`src/rtl/response_system_pkg.sv`:
```
// Shared types and helpers for the ticket/queue call system.
package response_system_pkg;

  localparam int NUM_COUNTERS = 5;
  localparam int TICKET_W     = 6;

  // Largest number of tickets that can be waiting at once.
  localparam logic [TICKET_W-1:0] WAIT_MAX = '1;

  // Counter identifiers as they appear on counter_call.
  typedef enum logic [2:0] {
    CALL_NONE = 3'd0,
    CALL_A    = 3'd1,
    CALL_B    = 3'd2,
    CALL_C    = 3'd3,
    CALL_D    = 3'd4,
    CALL_E    = 3'd5
  } call_e;

  // Ticket numbers run 1..63 and wrap back to 1; 0 means "no ticket".
  function automatic logic [TICKET_W-1:0] next_ticket(input logic [TICKET_W-1:0] t);
    if (t == '1) return TICKET_W'(1);
    return t + TICKET_W'(1);
  endfunction

endpackage

```
`src/rtl/response_system_service_counter.sv`:
```
// One service counter: goes busy when started, stays busy for
// SERVICE_CYCLES edges, and keeps the last ticket it was handed.
module service_counter
  import response_system_pkg::*;
#(
  parameter int SERVICE_CYCLES = 8
) (
  input  logic                clk,
  input  logic                rst,
  input  logic                start,
  input  logic [TICKET_W-1:0] ticket,
  output logic                busy,
  output logic [TICKET_W-1:0] service_number
);

  // Timer counts down from SERVICE_CYCLES-1 so busy drops exactly
  // SERVICE_CYCLES edges after the start edge.
  localparam int TW = (SERVICE_CYCLES > 1) ? $clog2(SERVICE_CYCLES) : 1;

  logic [TW-1:0] timer;

  // Busy flag, service timer and held ticket.
  always_ff @(posedge clk or negedge rst) begin
    if (!rst) begin
      busy           <= 1'b0;
      timer          <= '0;
      service_number <= '0;
    end else if (start) begin
      busy           <= 1'b1;
      timer          <= TW'(SERVICE_CYCLES - 1);
      service_number <= ticket;
    end else if (busy) begin
      if (timer == '0) busy <= 1'b0;
      else             timer <= timer - TW'(1);
    end
  end

endmodule

```
`src/rtl/response_system.sv`:
```
// Ticket/queue call system with five service counters A..E.
// Optional feature macro: BUTTON_EDGE_EN (synchronised rising-edge button).
// Handshake: a press is accepted whenever fewer than 63 tickets wait; a call
// fires when at least one ticket waits and some counter is idle -- both may
// happen on the same edge.
module response_system
  import response_system_pkg::*;
#(
  parameter int SERVICE_CYCLES = 8
) (
  input  logic                clk,
  input  logic                rst,
  input  logic                button,
  output logic [TICKET_W-1:0] current_number,
  output logic                counterA,
  output logic                counterB,
  output logic                counterC,
  output logic                counterD,
  output logic                counterE,
  output logic [TICKET_W-1:0] number_service,
  output logic [2:0]          counter_call,
  output logic [TICKET_W-1:0] A_serviceNumber,
  output logic [TICKET_W-1:0] B_serviceNumber,
  output logic [TICKET_W-1:0] C_serviceNumber,
  output logic [TICKET_W-1:0] D_serviceNumber,
  output logic [TICKET_W-1:0] E_serviceNumber
);

  logic                    press;
  logic                    accept;
  logic [TICKET_W-1:0]     waiting;
  logic [TICKET_W-1:0]     call_ticket;
  logic                    call_valid;
  call_e                   call_idx;
  logic [NUM_COUNTERS-1:0] busy;
  logic [NUM_COUNTERS-1:0] start;
  logic [TICKET_W-1:0]     held [NUM_COUNTERS];

`ifdef BUTTON_EDGE_EN
  logic sync1, sync2, sync_prev;

  // Two-flop synchroniser followed by a rising-edge detector.
  always_ff @(posedge clk or negedge rst) begin
    if (!rst) begin
      sync1     <= 1'b0;
      sync2     <= 1'b0;
      sync_prev <= 1'b0;
    end else begin
      sync1     <= button;
      sync2     <= sync1;
      sync_prev <= sync2;
    end
  end

  assign press = sync2 & ~sync_prev;
`else
  assign press = button;
`endif

  assign accept      = press && (waiting != WAIT_MAX);
  // number_service doubles as the call pointer: the next call takes its successor.
  assign call_ticket = next_ticket(number_service);

  // Priority arbiter: lowest-lettered idle counter takes the next waiting ticket.
  always_comb begin
    start      = '0;
    call_valid = 1'b0;
    call_idx   = CALL_NONE;
    if (waiting != '0) begin
      for (int i = 0; i < NUM_COUNTERS; i++) begin
        if (!call_valid && !busy[i]) begin
          call_valid = 1'b1;
          start[i]   = 1'b1;
          call_idx   = call_e'(3'(i + 1));
        end
      end
    end
  end

  // Issue counter, waiting count, call pointer and one-cycle call strobe.
  always_ff @(posedge clk or negedge rst) begin
    if (!rst) begin
      current_number <= '0;
      waiting        <= '0;
      number_service <= '0;
      counter_call   <= CALL_NONE;
    end else begin
      if (accept) current_number <= next_ticket(current_number);
      case ({accept, call_valid})
        2'b10:   waiting <= waiting + TICKET_W'(1);
        2'b01:   waiting <= waiting - TICKET_W'(1);
        default: waiting <= waiting;
      endcase
      if (call_valid) number_service <= call_ticket;
      counter_call <= call_idx;
    end
  end

  for (genvar g = 0; g < NUM_COUNTERS; g++) begin : g_counter
    service_counter #(.SERVICE_CYCLES(SERVICE_CYCLES)) u_counter (
      .clk            (clk),
      .rst            (rst),
      .start          (start[g]),
      .ticket         (call_ticket),
      .busy           (busy[g]),
      .service_number (held[g])
    );
  end

  assign counterA        = busy[0];
  assign counterB        = busy[1];
  assign counterC        = busy[2];
  assign counterD        = busy[3];
  assign counterE        = busy[4];
  assign A_serviceNumber = held[0];
  assign B_serviceNumber = held[1];
  assign C_serviceNumber = held[2];
  assign D_serviceNumber = held[3];
  assign E_serviceNumber = held[4];

endmodule

```
`config.mk`:
```
export PLATFORM = sky130hd
export DESIGN_NAME = response_system
export DESIGN_NICKNAME = d
export VERILOG_FILES = /design/src/rtl/response_system_pkg.sv /design/src/rtl/response_system_service_counter.sv /design/src/rtl/response_system.sv
export SDC_FILE = /design/constraint.sdc
export NUM_CORES = 1
export LEC_CHECK = 0
export ABC_AREA = 1
export CAP_MARGIN = 20
export CORE_UTILIZATION = 40
export CTS_CLUSTER_SIZE = 30
export DETAILED_ROUTE_END_ITERATION = 6
export HOLD_SLACK_MARGIN = 0.12
export PLACE_DENSITY = 0.59
export SLEW_MARGIN = 5
export SYNTH_ARGS = -nofsm -noshare
export SYNTH_HDL_FRONTEND = slang
export SYNTH_SLANG_ARGS = --single-unit
export TNS_END_PERCENT = 10
```
`constraint.sdc`:
```
create_clock -name clk -period 4.89 [get_ports clk]
set_input_delay 0.489 -clock clk [delete_from_list [all_inputs] [get_ports clk]]
set_output_delay 0.489 -clock clk [all_outputs]
set_load 0.05 [all_outputs]
```
# After elaboration in Yosys (flattened, before gate mapping)
# Index checks and enable logic that the tools add are counted.
[totals] ff_bits=71
[op_classes] n_eq_ne=10 muxes=59 add_sub_neg=9 n_reduce_logical=30
[op_table] operator="two-way mux 3 bit" n=20
[op_table] operator="two-way mux 1 bit" n=33
[op_table] operator="two-way mux 6 bit" n=4
[op_table] operator="adder 6 x 1 -> 6 bit, second input constant" n=3
[op_table] operator="zero test 3 bit" n=5
[op_table] operator="subtractor 3 x 1 -> 3 bit, second input constant" n=5
[op_table] operator="equality test 6 bit, second input constant" n=2
[op_table] operator="one-hot mux 6 bit (2 select lines)" n=1
[op_table] operator="nonzero test 2 bit" n=6
[op_table] operator="!= test 2 bit, second input constant" n=5
[op_table] operator="AND reduction 2 bit" n=5
[op_table] operator="zero test 1 bit" n=8
[op_table] operator="!= test 6 bit, second input constant" n=1
[op_table] operator="nonzero test 6 bit" n=1
[op_table] operator="subtractor 6 x 1 -> 6 bit, second input constant" n=1
[op_table] operator="logical AND 1 bit" n=5
[op_table] operator="two-way mux 5 bit" n=1
[op_table] operator="equality test 2 x 1 -> 1 bit, second input constant" n=1
[op_table] operator="equality test 2 bit, second input constant" n=1

# Depth between registers and ports, before layout
# Gate-level depths: netlist (run 1).
[depth] ltp_word=20 ltp_mapped=13 ltp_nobuf=13

# By module
# A second synthesis (run 1) with hierarchy kept.
[hier_totals] hier_cells=470 hier_area_um2=3788.6
[modules_own_cells] module="service_counter" instances=5 cells_each=58 area_per_inst_um2=490.5 seq_area_each_um2=250.2
[modules_own_cells] module="response_system" instances=1 cells_each=180 area_per_inst_um2=1336.3 seq_area_each_um2=525.5

# Worst setup path after synthesis (run 1)
# No wires, ideal clock.
[synth_path] path_type="flip-flop to flip-flop" from="reg g_counter[1].u_counter.busy" to="reg waiting[5]" arrival_time_ps=2149 slack_ps=2624 stages_incl_launch_ff=13 t_required_ps=4773 path_buffers=0 path_cell_list="dfrtp_1 > nand4_2 > o21ai_4 > inv_1 > ha_1 > ha_1 > inv_1 > nand2_1 > nand3_1 > nand2_1 > nand2_1 > nand3_1 > nand2_1"
[synth_between] elab_chain_len=18 word_cells_on_any_way=20 classes_between="eq/ne (2); mux (9); reduce/logical (9)"
[synth_lines] element="start, declared" line="response_system_service_counter.sv:12" text="output logic busy,"
[synth_lines] element="start signal, assigned" line="response_system_service_counter.sv:25" text="busy <= 1'b0;"
[synth_lines] element="start signal, assigned" line="response_system_service_counter.sv:29" text="busy <= 1'b1;"
[synth_lines] element="start signal, assigned" line="response_system_service_counter.sv:33" text="if (timer == '0) busy <= 1'b0;"
[synth_lines] element="zero test 1 bit *" line="response_system.sv:71" text="if (!call_valid && !busy[i]) begin"
[synth_lines] element="logical AND 1 bit *" line="response_system.sv:71"
[synth_lines] element="two-way mux 1 bit *" line="response_system.sv:71"
[synth_lines] element="two-way mux 1 bit *" line="response_system.sv:69" text="if (waiting != '0) begin"
[synth_lines] element="zero test 1 bit" line="response_system.sv:71"
[synth_lines] element="logical AND 1 bit" line="response_system.sv:71"
[synth_lines] element="two-way mux 1 bit *" line="response_system.sv:71"
[synth_lines] element="two-way mux 1 bit *" line="response_system.sv:69"
[synth_lines] element="[... 3 more ...]"
[synth_lines] element="two-way mux 1 bit *" line="response_system.sv:69"
[synth_lines] element="zero test 1 bit" line="response_system.sv:71"
[synth_lines] element="logical AND 1 bit" line="response_system.sv:71"
[synth_lines] element="two-way mux 1 bit *" line="response_system.sv:71"
[synth_lines] element="two-way mux 1 bit *" line="response_system.sv:69"
[synth_lines] element="net call_valid" line="response_system.sv:33" text="logic call_valid;"
[synth_lines] element="equality test 2 x 1 -> 1 bit or equality test 2 bit (tied branches)" line="response_system.sv:89" text="case ({accept, call_valid})"
[synth_lines] element="one-hot mux 6 bit (2 select lines) or nonzero test 2 bit (tied branches)"
[synth_lines] element="end signal, assigned" line="response_system.sv:90" text="2'b10: waiting <= waiting + TICKET_W'(1);"
[synth_lines] element="end signal, assigned" line="response_system.sv:91" text="2'b01: waiting <= waiting - TICKET_W'(1);"
[synth_lines] element="end signal, assigned" line="response_system.sv:92" text="default: waiting <= waiting;"
[synth_lines] element="end, declared" line="response_system.sv:31" text="logic [TICKET_W-1:0] waiting;"
# The timed path passes the listed nets; every way through them passes the cells marked *. The select of a mux whose other input is x is not followed.
# A chain may end at the register's enable or synchronous reset.

# Final worst setup path (run 1)
[layout_path] from="reg waiting[0]" to="reg waiting[5]"
[layout_between] elab_chain_len=4 word_cells_on_any_way=10 classes_between="add/sub (2); eq/ne (3); mux (2); reduce/logical (3)"
[layout_lines] element="nonzero test 6 bit *" line="response_system.sv:69"
[layout_lines] element="two-way mux 1 bit *" line="response_system.sv:69"
[layout_lines] element="net call_valid" line="response_system.sv:33"
[layout_lines] element="equality test 2 x 1 -> 1 bit or equality test 2 bit (tied branches)" line="response_system.sv:89"
[layout_lines] element="one-hot mux 6 bit (2 select lines) or nonzero test 2 bit (tied branches)"
# The timed path passes the listed nets; every way through them passes the cells marked *.

==> flow_summary.yaml, run 1 <==
grt:
  grt_start_max_net_pins: 72
  grt_overflow_total: 0
  grt_pass1_vias: 2514
  antenna_found_initial: 0
  grt_pass1_wl_um: 12080
  grtUsageTotal_pct: 17.79
clock_tree:
  cts_setup_buffers: 0
  cts_resized: 0
  clk_latency_ns: 0.34
  clock_path_buffers: 2
  ctsHoldBuffers: 0
  cts.clk_slew.worst_paths_ns: 0.08
  cts_buffers: 9
  h-tree-depth: 3
  cts_sinks: 71
  cts_tree: "done"
  ctsRootBufferMaster: "clkbuf_8"
worst_setup_path:
  reg2reg_slack_ns: 2.54
  required_ns: 5.13
  worstSetupPathType: "register to register"
  cp-start-kind: "register"
  arrival_ns: 2.59
  worstPathMaxFanout: 12
  critical_path.endpoint_type: "register"
  crit_end: "waiting[5]"
  reg2reg_depth: 13
  r2r_end: "waiting[5]"
  rr_startpoint: "waiting[0]"
  startpoint: "waiting[0]"
finish:
  final_cell_count_no_fill: 556
  nNetsFinal: 467
  drive_gt1_share_pct: 9.756
  diodes: 0
  areaGrowthSynthToFinish_pct: 21.59
timing:
  setup_viol: 0
  tns_ns: 0
  timing.final.crit_share_pct: 48.05
  hold_violations: 0
  worst_pin_slew_ns: 0.8943
  fin_hold_ws_ns: 0.3590
  slew_violations: 0
  finClkSkew_ns: 0.01379
  slew_headroom_pct: 40.38
  fin_crit_ns: 2.350
  rsz0062_at_grt: "no"
  fmax_mhz: 425.6
die:
  rows: 33
  io_pins: 53
  die_area_um2: 9056
  die_height_um: 95.17
  initial_core_util_pct: 41.84
  die_w_um: 95.17
  core-area_um2: 8299
synth:
  netlist_instances: 389
  synth_compound_area_share_pct: 9.261
  yosys-top-cells-area: "dfrtp_1 51%, nand2_1 14%, ha_1 6.1%, inv_1 5.4%, o21ai_0 4.2%"
  synth_fp_nets: 410
  synth-xor-area-share_pct: 1.766
  synth_area_leader_cell: "dfrtp_1"
  yosysSeqAreaShare_pct: 51.17
  ys_types: 28
  synthFlopType: "dfrtp_1"
  synthAdderAreaFrac_pct: 6.703
  synth_edf_count: 0
  synth_top_family_by_area: "simple AND/OR/NAND/NOR gates"
  synth_top_area_share_pct: 51.17
  async_flop_share_pct: 100.0
  ys_ff_latch: 71
  synthSimpleGateAreaFrac_pct: 23.06
  syn-cell-area_um2: 3472
  muxShareOfSynthArea_pct: 0
  syn_area_per_cell_um2: 8.926
  yosys_warnings: 0
place:
  globalplace.congestion: 0.7556
  port_buffers: 52
  dpl.hpwl_um: 4915
  dp_cells: 540
drt:
  viasPerCell: 4.773
  drtPass1Iterations: 4
  drt-initial-drc-count: 124
  ant_nets: 0
  vias: 2654
  wirelength_um: 7277
  drc: 0
  wl_per_cell_um: 13.09
flow_run:
  max-cap-violations: 0
status:
  outcome: "completed"
worst_hold_path:
  holdCritPathClass: "primary input to asynchronous set/reset pin"
==> critical path, stage by stage, from the launching register on <==
cell and delay [ns]:
dfrtp_1 0.46, nor2_2 0.15, nand3_4 0.19, o21ai_4 0.21, inv_1 0.11, ha_1 0.29, ha_1 0.35, inv_1 0.06
nand2_1 0.09, nand3_1 0.11, nand2_1 0.08, nand2_1 0.05, nand3_1 0.06, nand2_1 0.05
==> cells by family (layout without fill, tap and decap cells) <==
kind of cell	after synthesis	in the layout
DFF	71	71
buffers and inverters	58	120
adders and majority gates	18	18
AOI/OAI and AO/OA	56	56
xor gates and xnor gates	7	7
and+or+nand+nor	179	179
==> final cells by class <==
cell class	count	area [um^2]
Clock buffer	10	137.6
Clock inverter	6	45.04
Fill cell	778	4078
Inverter	51	191.4
Multi-Input combinational cell	260	1416
Sequential cell	71	1777
Tap cell	105	131.4
Timing Repair Buffer	53	523.0
==> synthesized netlist by cell type, types with 2 or more instances <==
library cell	n
inv_1	50
nand2_1	126
o21ai_0	29
dfrtp_1	71
nand3_1	24
xor2_1	3
xnor2_1	4
ha_1	17
nand2_2	5
o21ai_1	9
nor2_2	4
buf_8	2
a21oi_1	8
o21ai_2	7
buf_6	3
nand2_4	5
nand4_1	3
nor2_1	9
==> state kept, by name (all words and copies together) (netlist names) <==
register	cells
waiting	6
g_counter.u_counter.busy	5
current_number	6
g_counter.u_counter.service_number	30
number_service	6
counter_call	3
g_counter.u_counter.timer	15
==> per-stage QoR <==
step	util [%]	setup slack (ns)	cell area, um^2
2_1_floorplan	-	2.624	3472
3_3_place_gp	48.67	2.560	4039
3_5_place_dp	48.67	2.498	4039
4_1_cts	50.87	2.521	4222
5_1_grt	50.87	2.304	4222
6_report	50.87	2.540	4222
==> placed cells by master, fill, tap and decap left out, types with 4 or more instances in the layout <==
cell type,n
nand2_1,126
dfrtp_1,71
clkdlybuf4s50_1,51
inv_1,50
o21ai_0,29
nand3_1,24
ha_1,17
clkbuf_8,10
nor2_1,9
o21ai_1,9
a21oi_1,8
o21ai_2,7
nand2_4,5
nand2_2,5
nor2_2,4
xnor2_1,4
==> worst min-delay path by stage <==
stage / startpoint / slack [ns] / endpoint
finish: rst / 0.36 / g_counter[0].u_counter.service_number[0]
global route: rst / 0.45 / g_counter[0].u_counter.service_number[0]
CTS: rst / 0.40 / current_number[5]
detailed placement: g_counter[1].u_counter.service_number[5] / 0.47 / g_counter[1].u_counter.service_number[5]
global placement: g_counter[1].u_counter.service_number[0] / 0.47 / g_counter[1].u_counter.service_number[0]
floorplan: rst / 0.19 / counter_call[0]
==> routing by layer <==
layer | up-vias | wire length [um] | track usage [%] | share of wire [%]
li1 | 1347 | - | - | -
met1 | 1253 | 3411 | 23.28 | 47
met2 | 47 | 3523 | 29.11 | 48
met3 | 7 | 260 | 4.067 | 3.6
met4 | 0 | 81 | 5.682 | 1.1
met5 | - | 0 | 0 | 0
Power of run 1 is left out: the tool's default activity adds up to more than one toggle a clock period on the data nets, which glitch-free logic cannot reach.
==> run 2, diff against run 1 <==
- clock period: 4.89 -> 2.4 ns (I/O delays scaled with it)
==> run 2 against run 1 <==
  * First-iteration DRC count decreased by 23%
  * Critical path depth decreased by 1
  * Core utilization increased by 1.1 points
  * Hold slack improved by 0.094 ns
  * Die area unchanged
  * Final cell count increased by 0.90%
  * Largest cell class unchanged
  * Worst setup slack got worse by 2.2 ns
  * Register-to-register slack got worse by 2.2 ns
  * Flip-flop and latch count unchanged
  * Highest routed layer unchanged
  * Non-clock buffer count increased by 6
  * Clock skew decreased by 0.0020 ns
  * Fmax increased by 12%
==> flow_summary.yaml, run 2 (same netlist as run 1, synthesis figures left out) <==
finish:
  final_common_cell: "nand2_1"
  final_cell_mix: "126 x nand2_1, 71 x dfrtp_1, 51 x clkdlybuf4s50_1"
  regMostFlops: "g_counter.u_counter.service_number"
  areaGrowthSynthToFinish_pct: 24.11
  drive_gt1_share_pct: 10.53
  nNetsFinal: 473
  num-fill-cells: 788
  largest_register_ffs: 30
  diodes: 0
  reg_top3: "g_counter.u_counter.service_number x30, g_counter.u_counter.timer x15"
timing:
  slew_violations: 0
  fmax_mhz: 477.2
  fin_crit_ns: 2.096
  timing.final.crit_share_pct: 87.31
  finClkSkew_ns: 0.01177
  hold_violations: 0
  rsz0062_at_grt: "no"
  setup_viol: 0
  slew_headroom_pct: 56.83
  worst_pin_slew_ns: 0.6476
  tns_ns: 0
flow_run:
  max-cap-violations: 0
clock_tree:
  cts.clk_slew.worst_paths_ns: 0.08
  h-tree-depth: 3
  cts_resized: 0
  cts_sinks: 71
  ctsRootBufferMaster: "clkbuf_8"
  cts_buffers: 9
  cts_tree: "done"
  clock_path_buffers: 2
  clk_latency_ns: 0.35
  ctsHoldBuffers: 1
  cts_setup_buffers: 0
drt:
  wl_met1_um: 3510
  wl_met2_um: 3430
  top_layer: "met4"
  ant_nets: 0
  drc: 0
  dr_wl_met3_um: 259
  viasPerCell: 4.752
  wl_per_cell_um: 13.10
  wirelength_um: 7350
  vias: 2666
  drtPass1Iterations: 4
  drt-initial-drc-count: 96
grt:
  grtUsageTotal_pct: 18.36
  antenna_found_initial: 0
  grt_start_max_net_pins: 46
  grt_overflow_total: 0
  grt_pass1_wl_um: 12390
  grt_pass1_vias: 2544
worst_setup_path:
  crit_end: "waiting[5]"
  reg2reg_slack_ns: 0.30
  critical_path.endpoint_type: "register"
  rr_startpoint: "g_counter[1].u_counter.busy"
  reg2reg_depth: 12
  startpoint: "g_counter[1].u_counter.busy"
  r2r_end: "waiting[5]"
  required_ns: 2.65
  cp-start-kind: "register"
  worstSetupPathType: "register to register"
  worstPathMaxFanout: 6
  arrival_ns: 2.34
die:
  initial_core_util_pct: 41.84
  die_w_um: 95.17
  die_height_um: 95.17
  die_area_um2: 9056
  io_pins: 53
  rows: 33
  core-area_um2: 8299
place:
  dpl.hpwl_um: 5083
  globalplace.congestion: 0.7377
  port_buffers: 52
status:
  outcome: "completed"
worst_hold_path:
  holdCritPathClass: "primary input to asynchronous set/reset pin"
## run 2: cell count changes in the layout (fill, tap and decap cells not counted)
cell           change
buf_12             +1
buf_4              +4
bufinv_16          +2
clkbuf_8           -1
clkinv_2           +1
clkinvlp_4         -2
dlygate4sd3_1      +1
inv_6              -1
## run 2: per-stage QoR
stage	hold slack, ns	util, %	instance area (um^2)	instances	worst slack, ns
global placement	0.3123	49.27	4089	545	0.3331
floorplan	-0.05559	-	3472	389	0.1340
CTS	0.4791	51.92	4309	561	0.2973
global route	0.5049	51.92	4309	561	0.03401
detailed placement	0.3110	49.27	4089	545	0.2999
finish	0.4532	51.92	4309	561	0.3045
## run 2: critical path: stages, from the launching register on
cell and delay (ns):
dfrtp_1 0.44, nand4_2 0.20, o21ai_4 0.17, inv_1 0.07
ha_1 0.28, ha_1 0.35, inv_1 0.06, nand2_1 0.10
nand3_1 0.11, nand2_1 0.07, nand2_1 0.05, nand3_1 0.06
nand2_1 0.05
## run 2: how the worst min path moves through the flow
stage / startpoint / endpoint / slack, ns / cells past startpoint
3_5_place_dp: rst / g_counter[0].u_counter.service_number[0] / 0.31 / 1
3_3_place_gp: rst / g_counter[0].u_counter.service_number[5] / 0.31 / 1
2_1_floorplan: rst / counter_call[0] / -0.06 / 0
6_report: rst / g_counter[0].u_counter.service_number[2] / 0.45 / 2
5_1_grt: rst / number_service[4] / 0.50 / 2
4_1_cts: rst / number_service[4] / 0.48 / 2
## run 2: area by class of cell
class	instances	area (um^2)	share of cell area [%]
Sequential cell	71	1777	41.23
Tap cell	105	131.4	3.049
Inverter	51	191.4	4.443
Clock inverter	6	86.33	2.003
Timing Repair Buffer	59	583.1	13.53
Multi-Input combinational cell	260	1416	32.87
Clock buffer	9	123.9	2.875
## run 2: layer usage
metal	vias to the layer above	GRT usage, %
met2	49	29.05
met5	-	0
met3	10	3.509
met4	0	9.091
met1	1247	24.02
li1	1360	-
Power of run 2 is left out for the same reason.
==> run 3, diff against run 2 <==
- ABC_CLOCK_PERIOD_IN_PS: default -> 2400
- TNS_END_PERCENT: 10 -> 30
==> results of run 3 <==
No change in the layout: final DEF, timing and power equal those of run 2.
Power of run 3 is left out for the same reason.
